### src/rtl/fifo_if.sv
// Handshake bundle for the fifo block: push/pop requests, read data and status flags.
// With FIFO_ERR_FLAGS_EN defined the bundle also carries the sticky overflow/underflow flags.
interface fifo_if #(
   parameter int BITS = 4
);
   logic            wr_en;
   logic [BITS-1:0] wr_data;
   logic            rd_en;
   logic [BITS-1:0] rd_data;
   logic            full;
   logic            empty;
`ifdef FIFO_ERR_FLAGS_EN
   logic            overflow;
   logic            underflow;

   modport master (
      output wr_en, wr_data, rd_en,
      input  rd_data, full, empty, overflow, underflow
   );
   modport slave (
      input  wr_en, wr_data, rd_en,
      output rd_data, full, empty, overflow, underflow
   );
`else
   modport master (
      output wr_en, wr_data, rd_en,
      input  rd_data, full, empty
   );
   modport slave (
      input  wr_en, wr_data, rd_en,
      output rd_data, full, empty
   );
`endif
endinterface

### src/rtl/fifo.sv
// Synchronous FIFO, SIZE x BITS register storage, registered read data with 1-cycle latency.
// Optional sticky overflow/underflow flags are enabled by defining FIFO_ERR_FLAGS_EN.
module fifo #(
   parameter int BITS = 4,
   parameter int SIZE = 4
) (
   input  logic   clk,
   input  logic   rst,
   fifo_if.slave  bus
);
   localparam int PW = $clog2(SIZE);
   localparam int CW = $clog2(SIZE) + 1;
   localparam logic [PW-1:0] LAST  = PW'(SIZE - 1);
   localparam logic [CW-1:0] DEPTH = CW'(SIZE);

   logic [BITS-1:0] r_mem [SIZE];
   logic [PW-1:0]   r_wptr;
   logic [PW-1:0]   r_rptr;
   logic [CW-1:0]   r_count;
   logic [BITS-1:0] r_rd_data;

   logic w_full;
   logic w_empty;
   logic w_push;
   logic w_pop;

   // A push while full is still accepted when a pop frees a slot on the same edge.
   always_comb begin
      w_full  = (r_count == DEPTH);
      w_empty = (r_count == '0);
      w_pop   = bus.rd_en && !w_empty;
      w_push  = bus.wr_en && (!w_full || bus.rd_en);
   end

   always_ff @(posedge clk) begin
      if (!rst && w_push) begin
         r_mem[r_wptr] <= bus.wr_data;
      end
   end

   always_ff @(posedge clk) begin
      if (rst) begin
         r_wptr    <= '0;
         r_rptr    <= '0;
         r_count   <= '0;
         r_rd_data <= '0;
      end else begin
         if (w_push) begin
            r_wptr <= (r_wptr == LAST) ? '0 : r_wptr + 1'b1;
         end
         if (w_pop) begin
            r_rd_data <= r_mem[r_rptr];
            r_rptr    <= (r_rptr == LAST) ? '0 : r_rptr + 1'b1;
         end
         if (w_push && !w_pop) begin
            r_count <= r_count + 1'b1;
         end else if (w_pop && !w_push) begin
            r_count <= r_count - 1'b1;
         end
      end
   end

   assign bus.rd_data = r_rd_data;
   assign bus.full    = w_full;
   assign bus.empty   = w_empty;

`ifdef FIFO_ERR_FLAGS_EN
   logic r_overflow;
   logic r_underflow;

   always_ff @(posedge clk) begin
      if (rst) begin
         r_overflow  <= 1'b0;
         r_underflow <= 1'b0;
      end else begin
         if (bus.wr_en && w_full && !bus.rd_en) begin
            r_overflow <= 1'b1;
         end
         if (bus.rd_en && w_empty) begin
            r_underflow <= 1'b1;
         end
      end
   end

   assign bus.overflow  = r_overflow;
   assign bus.underflow = r_underflow;
`endif
endmodule

### src/flat_wrapper.sv
// flat-port wrapper written by rule: the top's interface ports become plain ports
module fifo_flat 
#(
   parameter int BITS = 4,
   parameter int SIZE = 4
)
  (clk, rst, bus_wr_en, bus_wr_data, bus_rd_en, bus_rd_data, bus_full, bus_empty);
  fifo_if #(.BITS(BITS)) bus_i ();
  input  logic clk;
  input  logic rst;
  input wire logic [$bits(bus_i.wr_en)-1:0] bus_wr_en;
  input wire logic [$bits(bus_i.wr_data)-1:0] bus_wr_data;
  input wire logic [$bits(bus_i.rd_en)-1:0] bus_rd_en;
  output wire logic [$bits(bus_i.rd_data)-1:0] bus_rd_data;
  output wire logic [$bits(bus_i.full)-1:0] bus_full;
  output wire logic [$bits(bus_i.empty)-1:0] bus_empty;
  assign bus_i.wr_en = bus_wr_en;
  assign bus_i.wr_data = bus_wr_data;
  assign bus_i.rd_en = bus_rd_en;
  assign bus_rd_data = bus_i.rd_data;
  assign bus_full = bus_i.full;
  assign bus_empty = bus_i.empty;
  fifo #(.BITS(BITS), .SIZE(SIZE)) u_core (.clk(clk), .rst(rst), .bus(bus_i));
endmodule
### config.mk
export PLATFORM = sky130hd
export DESIGN_NAME = fifo_flat
export DESIGN_NICKNAME = d
export VERILOG_FILES = /design/src/rtl/fifo_if.sv /design/src/rtl/fifo.sv /design/src/flat_wrapper.sv
export SDC_FILE = /design/constraint.sdc
export NUM_CORES = 1
export LEC_CHECK = 0
export CORE_MARGIN = 5
export CORE_UTILIZATION = 44
export DETAILED_ROUTE_END_ITERATION = 8
export PLACE_DENSITY_LB_ADDON = 0.25
export SETUP_SLACK_MARGIN = 0.02
export SLEW_MARGIN = 20
export SYNTH_ARGS = -nofsm -noshare
export SYNTH_HDL_FRONTEND = slang
export SYNTH_SLANG_ARGS = --single-unit
### constraint.sdc
create_clock -name clk -period 3.5 [get_ports clk]
set_input_delay 1.05 -clock clk [delete_from_list [all_inputs] [get_ports clk]]
set_output_delay 1.05 -clock clk [all_outputs]
set_load 0.01 [all_outputs]
Yosys cells after proc, flatten, opt, wreduce, memory -nomap -nowiden
Memory sizes are Yosys's and may differ from the RTL's. A register that Yosys moved wholly into a read port is not among the register bits.
Cells that the tools add are included.
Operators by class
  $add $sub $neg: 4
  equality and inequality tests: 3
  mux-type cells: 6
  reductions and logical operators: 13
Operators by type and width (number)
  $mux 3: 2
  $logic_and 1x1->1: 5
  $logic_not 1->1: 5
  $add 2x1->2 const B: 2
  $eq 2x2->1 const B: 2
  $mux 2: 2
  $add 3x1->3 const B: 1
  $eq 3x3->1 const B: 1
  $logic_not 3->1: 1
  $sub 3x1->3 const B: 1
  $mux 1: 2
  $reduce_bool 2->1: 1
  $logic_or 1x1->1: 1
Word-level totals
  register bits after elaboration: 7
  memory bits (writable): 16
  input port bits: 8
  output and inout bits: 6
  memories kept: 1
Memories
  u_core.r_mem: depth 4, width 4, read ports 1, clocked after memory_dff 1, wr ports 1, RTL line fifo.sv:16  | logic [BITS-1:0] r_mem [SIZE];

Logic depth before layout (Yosys ltp)
Gate-level depths: netlist of run 1.
  depth after elaboration: 8
  mapped depth: 9
  gate-level depth less buffers: 9

Least setup slack after synthesis of run 1
Ideal clock, no wire load.
  kind: input to register
  start: in bus_rd_en
  end: reg u_core.r_count[2]
  setup time: 0.071 ns
  arrival: 2.571 ns
  path slack: 0.858 ns
  cell stages on the path: 7
  cells stage by stage: o31ai_2 -> ha_1 -> inv_1 -> fa_1 -> xor2_1 -> or3_2 -> a21oi_1
On the way
  word-level cells in the longest chain between the ends: 5
Ends and longest elaborated chain
  start: declaration: RTL line flat_wrapper.sv:13  | input wire logic [$bits(bus_i.rd_en)-1:0] bus_rd_en;
  $logic_or 1x1->1: RTL line fifo.sv:32  | w_push = bus.wr_en && (!w_full || bus.rd_en);
  $logic_and 1x1->1: RTL line fifo.sv:32
  $logic_not 1->1: RTL line fifo.sv:57  | end else if (w_pop && !w_push) begin
  $logic_and 1x1->1: RTL line fifo.sv:57
  $reduce_bool 2->1 (no source line)
  end signal: assignment: RTL line fifo.sv:56  | r_count <= r_count + 1'b1;
  end signal: assignment: RTL line fifo.sv:58  | r_count <= r_count - 1'b1;
  end: declaration: RTL line fifo.sv:19  | logic [CW-1:0] r_count;
Several ways; a longest one is shown, not always the timed one.
A chain may end at the register's enable or synchronous reset.

Final worst setup path of run 1
  start: in bus_rd_en
  end: reg u_core.r_count[2]
On the way
  word-level cells in the longest chain between the ends: 5
Ends and longest elaborated chain
  $logic_or 1x1->1 *: RTL line fifo.sv:32
  $logic_and 1x1->1 *: RTL line fifo.sv:32
  named net u_core.w_push: RTL line fifo.sv:24  | logic w_push;
  $logic_not 1->1: RTL line fifo.sv:57
  $logic_and 1x1->1: RTL line fifo.sv:57
  $reduce_bool 2->1 (no source line)
The timed path passes the listed nets; every way through them passes the cells marked *.

==> results of run 1 <==
power breakdown:
group / switching, mW / internal [mW]
combinational: 0.123 / 0.172
sequential: 0.0516 / 0.382
clock: 0.0900 / 0.0436
total: 0.264 / 0.598
layer usage:
layer,vias up,share of wire (%),track usage (%)
li1,329,-,-
met1,343,48,15.07
met2,4,49,18.39
met3,2,2.6,3.145
met4,0,0.28,1.818
met5,-,0,0
synthesized netlist by cell type (2+ instances only):
cell / instances / area (um^2)
inv_1: 4 / 15.01
nor3_1: 2 / 10.01
edfxtp_1: 16 / 480.5
nor2_1: 8 / 30.03
xor2_1: 2 / 17.52
mux2i_1: 7 / 70.07
dfxtp_1: 11 / 220.2
a21oi_1: 2 / 10.01
nand2b_1: 2 / 12.51
nor3b_1: 4 / 30.03
clkbuf_1: 3 / 11.26
ha_1: 6 / 75.07
mux4_2: 4 / 90.09
how the worst max path moves through the flow:
| stage | from | to | slack, ns |
|---|---|---|---|
| 3_5_place_dp | bus_rd_en | u_core.r_count[2] | 0.33 |
| 2_1_floorplan | bus_rd_en | u_core.r_count[2] | 0.86 |
| 3_3_place_gp | bus_rd_en | u_core.r_count[2] | 0.38 |
| 5_1_grt | bus_rd_en | u_core.r_count[2] | 0.54 |
| 4_1_cts | bus_rd_en | u_core.r_count[2] | 0.66 |
| 6_report | bus_rd_en | u_core.r_count[2] | 0.67 |
state kept, by name, indices dropped and copies added (netlist names):
| name | cells |
|---|---|
| u_core.r_wptr | 2 |
| u_core.bus.rd_data | 4 |
| u_core.r_rptr | 2 |
| u_core.r_mem | 16 |
| u_core.r_count | 3 |
stage by stage:
stage | instances | area (um^2)
finish | 130 | 1394
global route | 130 | 1394
CTS | 130 | 1394
detailed placement | 126 | 1364
global placement | 126 | 1364
floorplan | 81 | 1170
worst min-delay path: stages, from the launching register on:
cell and delay (ns):
dfxtp_1 0.36, mux2i_1 0.07, nor2_1 0.07
cell families after synthesis:
logic type               after synthesis
flip-flops                            27
buffers and inverters                  8
multiplexers                          12
AND/OR/NAND/NOR                       20
AO/OA/AOI/OAI                          5
adder cells (fa/ha/maj)                7
XOR/XNOR                               2
final cells by class:
class | count | area [um^2]
clock buffer | 3 | 22.52
clock inverter | 1 | 7.507
inverter | 5 | 18.77
tap | 30 | 37.54
multi-input combinational | 46 | 439.2
timing repair buffer | 18 | 167.7
fill | 219 | 1106
sequential | 27 | 700.7
==> flow_metrics.env, run 1 <==
export IMPL_grt_pass1_wl_um=3042
export IMPL_ys_seq_area_share_pct=59.89
export IMPL_syn_inst=81
export IMPL_fin_util_pct=55.76
export IMPL_post_cts_resize_count=0
export IMPL_synth_adder_area_share_pct=8.128
export IMPL_die_width_um=61.57
export IMPL_grtUsageTotal_pct=11.19
export IMPL_row_count=18
export IMPL_areaGrowthSynthToFinish_pct=19.14
export IMPL_clk_pin_slew_ns=0.14
export IMPL_port_buffers=13
export IMPL_dieArea_mm2=0.003790
export IMPL_grt_ovfl_total=0
export IMPL_synth_edff_count=16
export IMPL_drc=0
export IMPL_crit_buf_inv=3
export IMPL_cp_end_kind="flop"
export IMPL_final_cell_mix="edfxtp_1, clkdlybuf4s50_1, dfxtp_1"
export IMPL_layout_nets=116
export IMPL_power_density_mw_per_mm2=618.5
export IMPL_ctsHoldBuffers=0
export IMPL_grt_max_degree=18
export IMPL_report_final_slew_viol_count=0
export IMPL_syn_area_mm2=0.001170
export IMPL_max_stage_delay_ns=0.55
export IMPL_layout_commonest_cell="edfxtp_1"
export IMPL_min_period_over_period_pct=81.00
export IMPL_min_delay_path_class="reg2reg"
export IMPL_ioPinCount=14
export IMPL_cap_viol_max_count=0
export IMPL_antenna_found_initial=0
export IMPL_vias=678
export IMPL_rrSetupSlack_ns=1.27
export IMPL_vdd_ir_drop_worst_mv=0.3657
export IMPL_root_buffer="clkbuf_4"
export IMPL_drt_wl_total_um=1782
export IMPL_cp_max_fo=5
export IMPL_h_tree_depth=1
export IMPL_core_area_mm2=0.002500
export IMPL_cp_arrival_ns=3.08
export IMPL_antennaDiodeCount=0
export IMPL_synth_compound_area_share_pct=3.743
export IMPL_yosys_warnings=0
export IMPL_detail_route_antenna_nets=0
export IMPL_synth_xor_area_share_pct=1.497
export IMPL_synthArstFlopShare_pct=0
export IMPL_cp_num_cells=9
export IMPL_clock_sinks=27
export IMPL_critPathKind="in2reg"
export IMPL_min_to="u_core.bus.rd_data[3]"
export IMPL_max_freq_mhz=352.7
export IMPL_layout_drive_gt1_share_pct=19.00
export IMPL_yosys_area_share_simple_pct=9.519
export IMPL_cp_required_ns=3.75
export IMPL_grt_pass1_vias=671
export IMPL_start_kind="primary input"
export IMPL_syn_area_per_cell_um2=14.44
export IMPL_place_ws_ns=0.3308
export IMPL_first_pass_iters=4
export IMPL_finClkSkew_ns=0.003966
export IMPL_path_cells="clkdlybuf4s50_1 > o21ai_4 > inv_2 > ha_1 > inv_1 > fa_1 > xor2_1 > or3_2 > a21oi_1"
export IMPL_synth_top_flop_cell="edfxtp_1"
export IMPL_setup_violations=0
export IMPL_leakage_nw=0.5355
export IMPL_place_congestion=0.6628
export IMPL_reg2reg_from="u_core.r_count[0]"
export IMPL_max_slew_margin_rel_pct=60.85
export IMPL_setup_tns_ns=0
export IMPL_worstHoldPathCells=2
export IMPL_synth_top_family_by_area="multiplexers"
export IMPL_cts_tree="yes"
export IMPL_drt_iter0_markers=23
export IMPL_finalHoldViolCount=0
export IMPL_clockBufferDepth=2
export IMPL_worst_pin_slew_ns=0.5854
export IMPL_r2r_cells=9
export IMPL_synth_seq_cells=27
export IMPL_postCtsSetupRepairBufs=0
export IMPL_routedWlPerCell_um=13.71
export IMPL_ys_types=23
export IMPL_initial_core_util_pct=46.80
export IMPL_synth_mux_area_share_pct=14.65
export IMPL_path_delay_family="buffers and inverters"
export IMPL_avgViaCountPerCell=5.215
export IMPL_synth_nets=96
export IMPL_min_period_ns=2.835
export IMPL_dpl_hpwl_um=1344
export IMPL_rsz0062_at_grt="false"
export IMPL_worst_slack_ns=0.6651
export IMPL_outcome="finished clean"
export IMPL_holdWs_ns=0.5201
export IMPL_r2r_end="u_core.r_count[2]"
export IMPL_die_h_um=61.57
export IMPL_cts_made_buffers=3
export IMPL_hp_start="u_core.bus.rd_data[3]"
export IMPL_slowest_stage="clkdlybuf4s50_1"
export IMPL_clkLatencyLatePin_ns=0.32
export IMPL_power_mw=0.8621
(Power assumes the default switching activity.)
==> run 2: changes to the inputs <==
- clock period: 3.5 -> 2.35 ns (I/O delays scaled with it)
==> run 2 against run 1 <==
  * Critical endpoint is now bus_empty
  * Via count is 2.7% lower
  * Clock-buffer cell count stayed put
  * Register-to-register slack worse by 1.0 ns
  * Non-clock buffer count is 5 higher
  * Cell area is 3.8% higher
  * Largest cell class unchanged
  * Critical path depth is 7 lower
  * Clock power is 54% higher
==> flow_metrics.env, run 2 (synthesis results as in run 1) <==
export IMPL_antennaDiodeCount=0
export IMPL_clkLatencyLatePin_ns=0.32
export IMPL_ioPinCount=14
export IMPL_max_slew_margin_rel_pct=75.14
export IMPL_dpl_instance_area_mm2=0.001410
export IMPL_antenna_found_initial=0
export IMPL_cp_max_fo=5
export IMPL_dpl_hpwl_um=1348
export IMPL_die_width_um=61.57
export IMPL_finClkSkew_ns=0.007831
export IMPL_r2r_cells=9
export IMPL_multiInputGateArea_um2=447.9
export IMPL_reg2reg_from="u_core.r_count[0]"
export IMPL_power_density_mw_per_mm2=926.7
export IMPL_routedWlPerCell_um=13.18
export IMPL_gr_usage_met2_pct=18.09
export IMPL_worst_pin_slew_ns=0.3724
export IMPL_largest_reg_flops=16
export IMPL_h_tree_depth=1
export IMPL_first_pass_iters=2
export IMPL_final_cell_area_mm2=0.001446
export IMPL_cp_arrival_ns=1.49
export IMPL_final_cell_mix="edfxtp_1, clkdlybuf4s50_1, buf_4"
export IMPL_grt_pass1_wl_um=2898
export IMPL_top_usage_layer="met2"
export IMPL_top_register="u_core.r_mem"
export IMPL_rrSetupSlack_ns=0.23
export IMPL_areaGrowthSynthToFinish_pct=23.64
export IMPL_row_count=18
export IMPL_clk_pin_slew_ns=0.15
export IMPL_drt_iter0_markers=38
export IMPL_min_period_ns=2.199
export IMPL_layout_commonest_cell="edfxtp_1"
export IMPL_grt_pass1_vias=672
export IMPL_cap_viol_max_count=0
export IMPL_min_delay_path_class="reg2reg"
export IMPL_initial_core_util_pct=46.80
export IMPL_layout_nets=121
export IMPL_n_fill_cell=204
export IMPL_vdd_ir_drop_worst_mv=0.5654
export IMPL_critPathKind="reg2out"
export IMPL_avgViaCountPerCell=4.889
export IMPL_report_final_slew_viol_count=0
export IMPL_cp_end_kind="output port"
export IMPL_layout_drive_gt1_share_pct=25.71
export IMPL_leakage_nw=0.5739
export IMPL_crit_start="u_core.r_count[0]"
export IMPL_ff_latch_area_um2=709.4
export IMPL_core_area_mm2=0.002500
export IMPL_setup_violations=0
export IMPL_port_buffers=13
export IMPL_min_period_over_period_pct=93.57
export IMPL_die_h_um=61.57
export IMPL_grt_max_degree=18
export IMPL_drt_wl_total_um=1779
export IMPL_cp_required_ns=1.64
export IMPL_postCtsSetupRepairBufs=0
export IMPL_dieArea_mm2=0.003790
export IMPL_clock_sinks=27
export IMPL_start_kind="flop"
export IMPL_drc=0
export IMPL_place_congestion=0.7483
export IMPL_grt_util_met1_pct=13.16
export IMPL_cts_made_buffers=3
export IMPL_root_buffer="clkbuf_4"
export IMPL_grtUsageTotal_pct=10.88
export IMPL_endpoint="bus_empty"
export IMPL_outcome="finished clean"
export IMPL_max_freq_mhz=454.8
export IMPL_r2r_end="u_core.r_count[2]"
export IMPL_cts_tree="yes"
export IMPL_vias=660
export IMPL_grt_ovfl_total=0
export IMPL_grtUsageMet3_pct=4.403
export IMPL_detail_route_antenna_nets=0
export IMPL_ctsHoldBuffers=0
export IMPL_fin_util_pct=57.86
export IMPL_finalHoldViolCount=0
export IMPL_clockBufferDepth=2
export IMPL_rsz0062_at_grt="false"
[run 2: changes by cell type in the layout (fill, tap and decap cells not counted)]
cell	previous run	this run
dlygate4sd2_1	0	3
buf_4	5	10
o31ai_4	0	1
clkinvlp_4	1	0
dfxtp_2	0	1
o31ai_2	1	0
clkdlybuf4s50_1	13	10
dfxtp_1	11	8
dfxtp_4	0	2
inv_6	0	1
[run 2: worst max-delay path, cell delays in order, from the launching register on]
cell and delay (ns):
dfxtp_4 0.40, nor3_1 0.21, clkdlybuf4s50_1 0.57
[run 2: area by class of cell]
type	count	share of cell area [%]
Sequential cell	27	49.05
Clock buffer	3	1.557
Clock inverter	1	0.6055
Inverter	5	1.298
Multi-Input combinational cell	46	30.97
Timing Repair Buffer	23	13.93
Tap cell	30	2.595
[run 2: what timing repair did]
action	CTS	global route
setup endpoints to repair	2	0
resized for setup	8	0
hold endpoints to repair	0	0
[run 2: per-layer routing]
layer	vias to the layer above	share of wire [%]
li1	342	-
met5	-	0
met2	7	49
met4	0	0.79
met1	309	47
met3	2	3.1
[run 2: power breakdown]
part           internal, mW  switching, mW  leakage [nW]
registers             0.580         0.0869         0.237
clock network        0.0693          0.136        0.0183
logic                 0.278          0.189         0.318
total                 0.928          0.412         0.574
[run 2: worst min-delay path by stage]
| stage | slack [ns] | end | from | cells after the start |
|---|---|---|---|---|
| after floorplan | 0.48 | u_core.r_wptr[1] | u_core.r_wptr[1] | 2 |
| after global placement | 0.47 | u_core.bus.rd_data[1] | u_core.bus.rd_data[1] | 2 |
| after detailed placement | 0.49 | u_core.bus.rd_data[2] | u_core.bus.rd_data[2] | 2 |
| after CTS | 0.52 | u_core.bus.rd_data[0] | u_core.bus.rd_data[0] | 2 |
| after global routing | 0.55 | u_core.r_wptr[1] | u_core.r_wptr[1] | 2 |
| final | 0.51 | u_core.bus.rd_data[2] | u_core.bus.rd_data[2] | 2 |
[run 2: through the flow]
stage	worst slack, ns	total power [mW]	std cells	hold slack (ns)	setup TNS, ns
after detailed placement	-0.4387	1.145	131	0.4878	-0.4971
after CTS	0.1426	1.361	135	0.5215	0
after floorplan	0.1413	0.9546	81	0.4816	0
after global routing	0.05154	1.439	135	0.5545	0
final	0.1512	1.340	135	0.5124	0
after global placement	-0.3745	1.134	131	0.4734	-0.4016
==> run 3: changes to the inputs <==
- CAP_MARGIN: unset -> 5
- clock period: 2.35 -> 2.4 ns (I/O delays scaled with it)
==> run 3 against run 2 <==
  * Global-route usage increased by 0.23 points
  * Critical path depth increased by 7
  * Utilization increased by 0.45 points
  * Flip-flop and latch count unchanged
  * Non-clock buffer count unchanged
  * Clock-buffer cell count increased by 1
  * Critical endpoint is now u_core.r_count[2]
  * Largest cell class unchanged
  * Highest routed layer unchanged
==> flow_metrics.env, run 3 (synthesis results as in run 1) <==
export IMPL_outcome="finished clean"
export IMPL_cp_num_cells=9
export IMPL_setup_tns_ns=0
export IMPL_rsz0062_at_grt="false"
export IMPL_dpl_hpwl_um=1365
export IMPL_grt_ovfl_total=0
export IMPL_path_cells="dlygate4sd2_1 > o21ai_4 > inv_2 > ha_2 > inv_1 > fa_2 > xor2_1 > or3_2 > a21oi_2"
export IMPL_antenna_found_initial=0
export IMPL_ctsHoldBuffers=0
export IMPL_reg2reg_from="u_core.r_count[0]"
export IMPL_vdd_ir_drop_worst_mv=0.6385
export IMPL_die_width_um=61.57
export IMPL_layout_drive_gt1_share_pct=27.62
export IMPL_crit_buf_inv=3
export IMPL_final_cell_mix="edfxtp_1, clkdlybuf4s50_1, buf_4"
export IMPL_antennaDiodeCount=0
export IMPL_report_final_slew_viol_count=0
export IMPL_p_seq_share_pct=49.7
export IMPL_p_sw_mw=0.3991
export IMPL_routedWlPerCell_um=13.61
export IMPL_row_count=18
export IMPL_cts_made_buffers=3
export IMPL_r2r_cells=9
export IMPL_critPathKind="in2reg"
export IMPL_areaGrowthSynthToFinish_pct=24.60
export IMPL_clockBufferDepth=2
export IMPL_min_period_ns=2.183
export IMPL_top_register="u_core.r_mem"
export IMPL_port_buffers=13
export IMPL_initial_core_util_pct=46.80
export IMPL_p_int_mw=0.9149
export IMPL_layout_nets=121
export IMPL_path_delay_family="adder cells"
export IMPL_finClkSkew_ns=0.006873
export IMPL_max_slew_margin_rel_pct=74.92
export IMPL_first_pass_iters=2
export IMPL_h_tree_depth=1
export IMPL_grtUsageTotal_pct=11.11
export IMPL_r2r_end="u_core.r_count[2]"
export IMPL_layout_commonest_cell="edfxtp_1"
export IMPL_vias=680
export IMPL_detail_route_antenna_nets=0
export IMPL_power_mw=1.314
export IMPL_leakage_nw=0.5886
export IMPL_clock_sinks=27
export IMPL_clkPwrFrac_pct=14.3
export IMPL_crit_start="bus_rd_en"
export IMPL_drt_wl_total_um=1838
export IMPL_die_h_um=61.57
export IMPL_place_congestion=0.7485
export IMPL_cp_required_ns=2.66
export IMPL_worstHoldPathCells=2
export IMPL_power_frac_comb_pct=36.0
export IMPL_grt_pass1_wl_um=2960
export IMPL_cp_arrival_ns=2.45
export IMPL_netSwitchingFraction_pct=30.37
export IMPL_root_buffer="clkbuf_4"
export IMPL_avgViaCountPerCell=5.037
export IMPL_drc=0
export IMPL_ioPinCount=14
export IMPL_rrSetupSlack_ns=0.27
export IMPL_worst_pin_slew_ns=0.3757
export IMPL_cp_end_kind="flop"
export IMPL_grt_max_degree=15
export IMPL_power_density_mw_per_mm2=901.4
export IMPL_cp_max_fo=2
export IMPL_clk_pin_slew_ns=0.14
export IMPL_cts_tree="yes"
export IMPL_setup_violations=0
export IMPL_core_area_mm2=0.002500
export IMPL_cap_viol_max_count=0
export IMPL_n_fill_cell=201
export IMPL_grt_pass1_vias=639
export IMPL_largest_reg_flops=16
export IMPL_min_period_over_period_pct=90.97
export IMPL_finalHoldViolCount=0
export IMPL_dieArea_mm2=0.003790
export IMPL_clkLatencyLatePin_ns=0.32
export IMPL_postCtsSetupRepairBufs=0
export IMPL_min_delay_path_class="reg2reg"
export IMPL_max_freq_mhz=458.0
export IMPL_max_stage_delay_ns=0.42
export IMPL_drt_iter0_markers=15
export IMPL_start_kind="primary input"
export IMPL_slowest_stage="or3_2"
export IMPL_endpoint="u_core.r_count[2]"
[run 3: changes by cell type in the layout (fill, tap and decap cells not counted), sizes merged]
cell and change:
clkbuf +1, inv -1, dlygate4sd2 -2, dlymetal6s2s +2
[run 3: worst register-to-register path, stage by stage (launching register included)]
cell and delay [ns]:
dfxtp_4 0.40, or3b_4 0.41, o21ai_4 0.15, inv_2 0.06, ha_2 0.17, inv_1 0.06, fa_2 0.19, xor2_1 0.06
or3_2 0.42, a21oi_2 0.14
[run 3: worst min-delay path by stage]
stage	from	to	slack, ns
4_1_cts	u_core.bus.rd_data[2]	u_core.bus.rd_data[2]	0.52
2_1_floorplan	u_core.r_wptr[1]	u_core.r_wptr[1]	0.48
3_5_place_dp	u_core.bus.rd_data[2]	u_core.bus.rd_data[2]	0.49
6_report	u_core.bus.rd_data[2]	u_core.bus.rd_data[2]	0.51
5_1_grt	u_core.r_wptr[1]	u_core.r_wptr[1]	0.56
3_3_place_gp	u_core.bus.rd_data[1]	u_core.bus.rd_data[1]	0.47
[run 3: area by class of cell]
| cell class | instances | area, um^2 | share of cell area, % |
|---|---|---|---|
| Multi-Input combinational cell | 46 | 456.7 | 31.33 |
| Sequential cell | 27 | 709.4 | 48.67 |
| Inverter | 5 | 18.77 | 1.288 |
| Tap cell | 30 | 37.54 | 2.575 |
| Timing Repair Buffer | 23 | 209.0 | 14.33 |
| Clock buffer | 4 | 26.28 | 1.803 |
[run 3: through the flow]
stage	setup slack (ns)	area, um^2	util (%)	hold WS [ns]	cells
2_1_floorplan	0.1810	1179	-	0.4816	81
3_3_place_gp	-0.3395	1410	56.41	0.4734	131
3_5_place_dp	-0.3961	1410	56.41	0.4878	131
4_1_cts	-0.06217	1441	57.66	0.5196	135
5_1_grt	0.09999	1458	58.31	0.5622	135
6_report	0.2167	1458	58.31	0.5092	135
[run 3: routing by layer]
layer	global-route usage, %	wire [um]	vias to the layer above
met2	17.94	939	7
met5	0	0	-
met3	4.403	62	2
met1	14.02	823	332
met4	2.727	12	0
li1	-	-	339
[run 3: repair_timing]
item,CTS,global route
cloned,0,0
setup endpoints to repair,2,2
resized for setup,5,6
[run 3: power groups by stage]
stage / Clock, mW / Combinational (mW) / Sequential (mW)
after global placement: 0 / 0.458 / 0.653
final: 0.189 / 0.473 / 0.653
after floorplan: 0 / 0.301 / 0.633
after global routing: 0.215 / 0.531 / 0.670
after detailed placement: 0 / 0.466 / 0.655
after CTS: 0.198 / 0.468 / 0.651
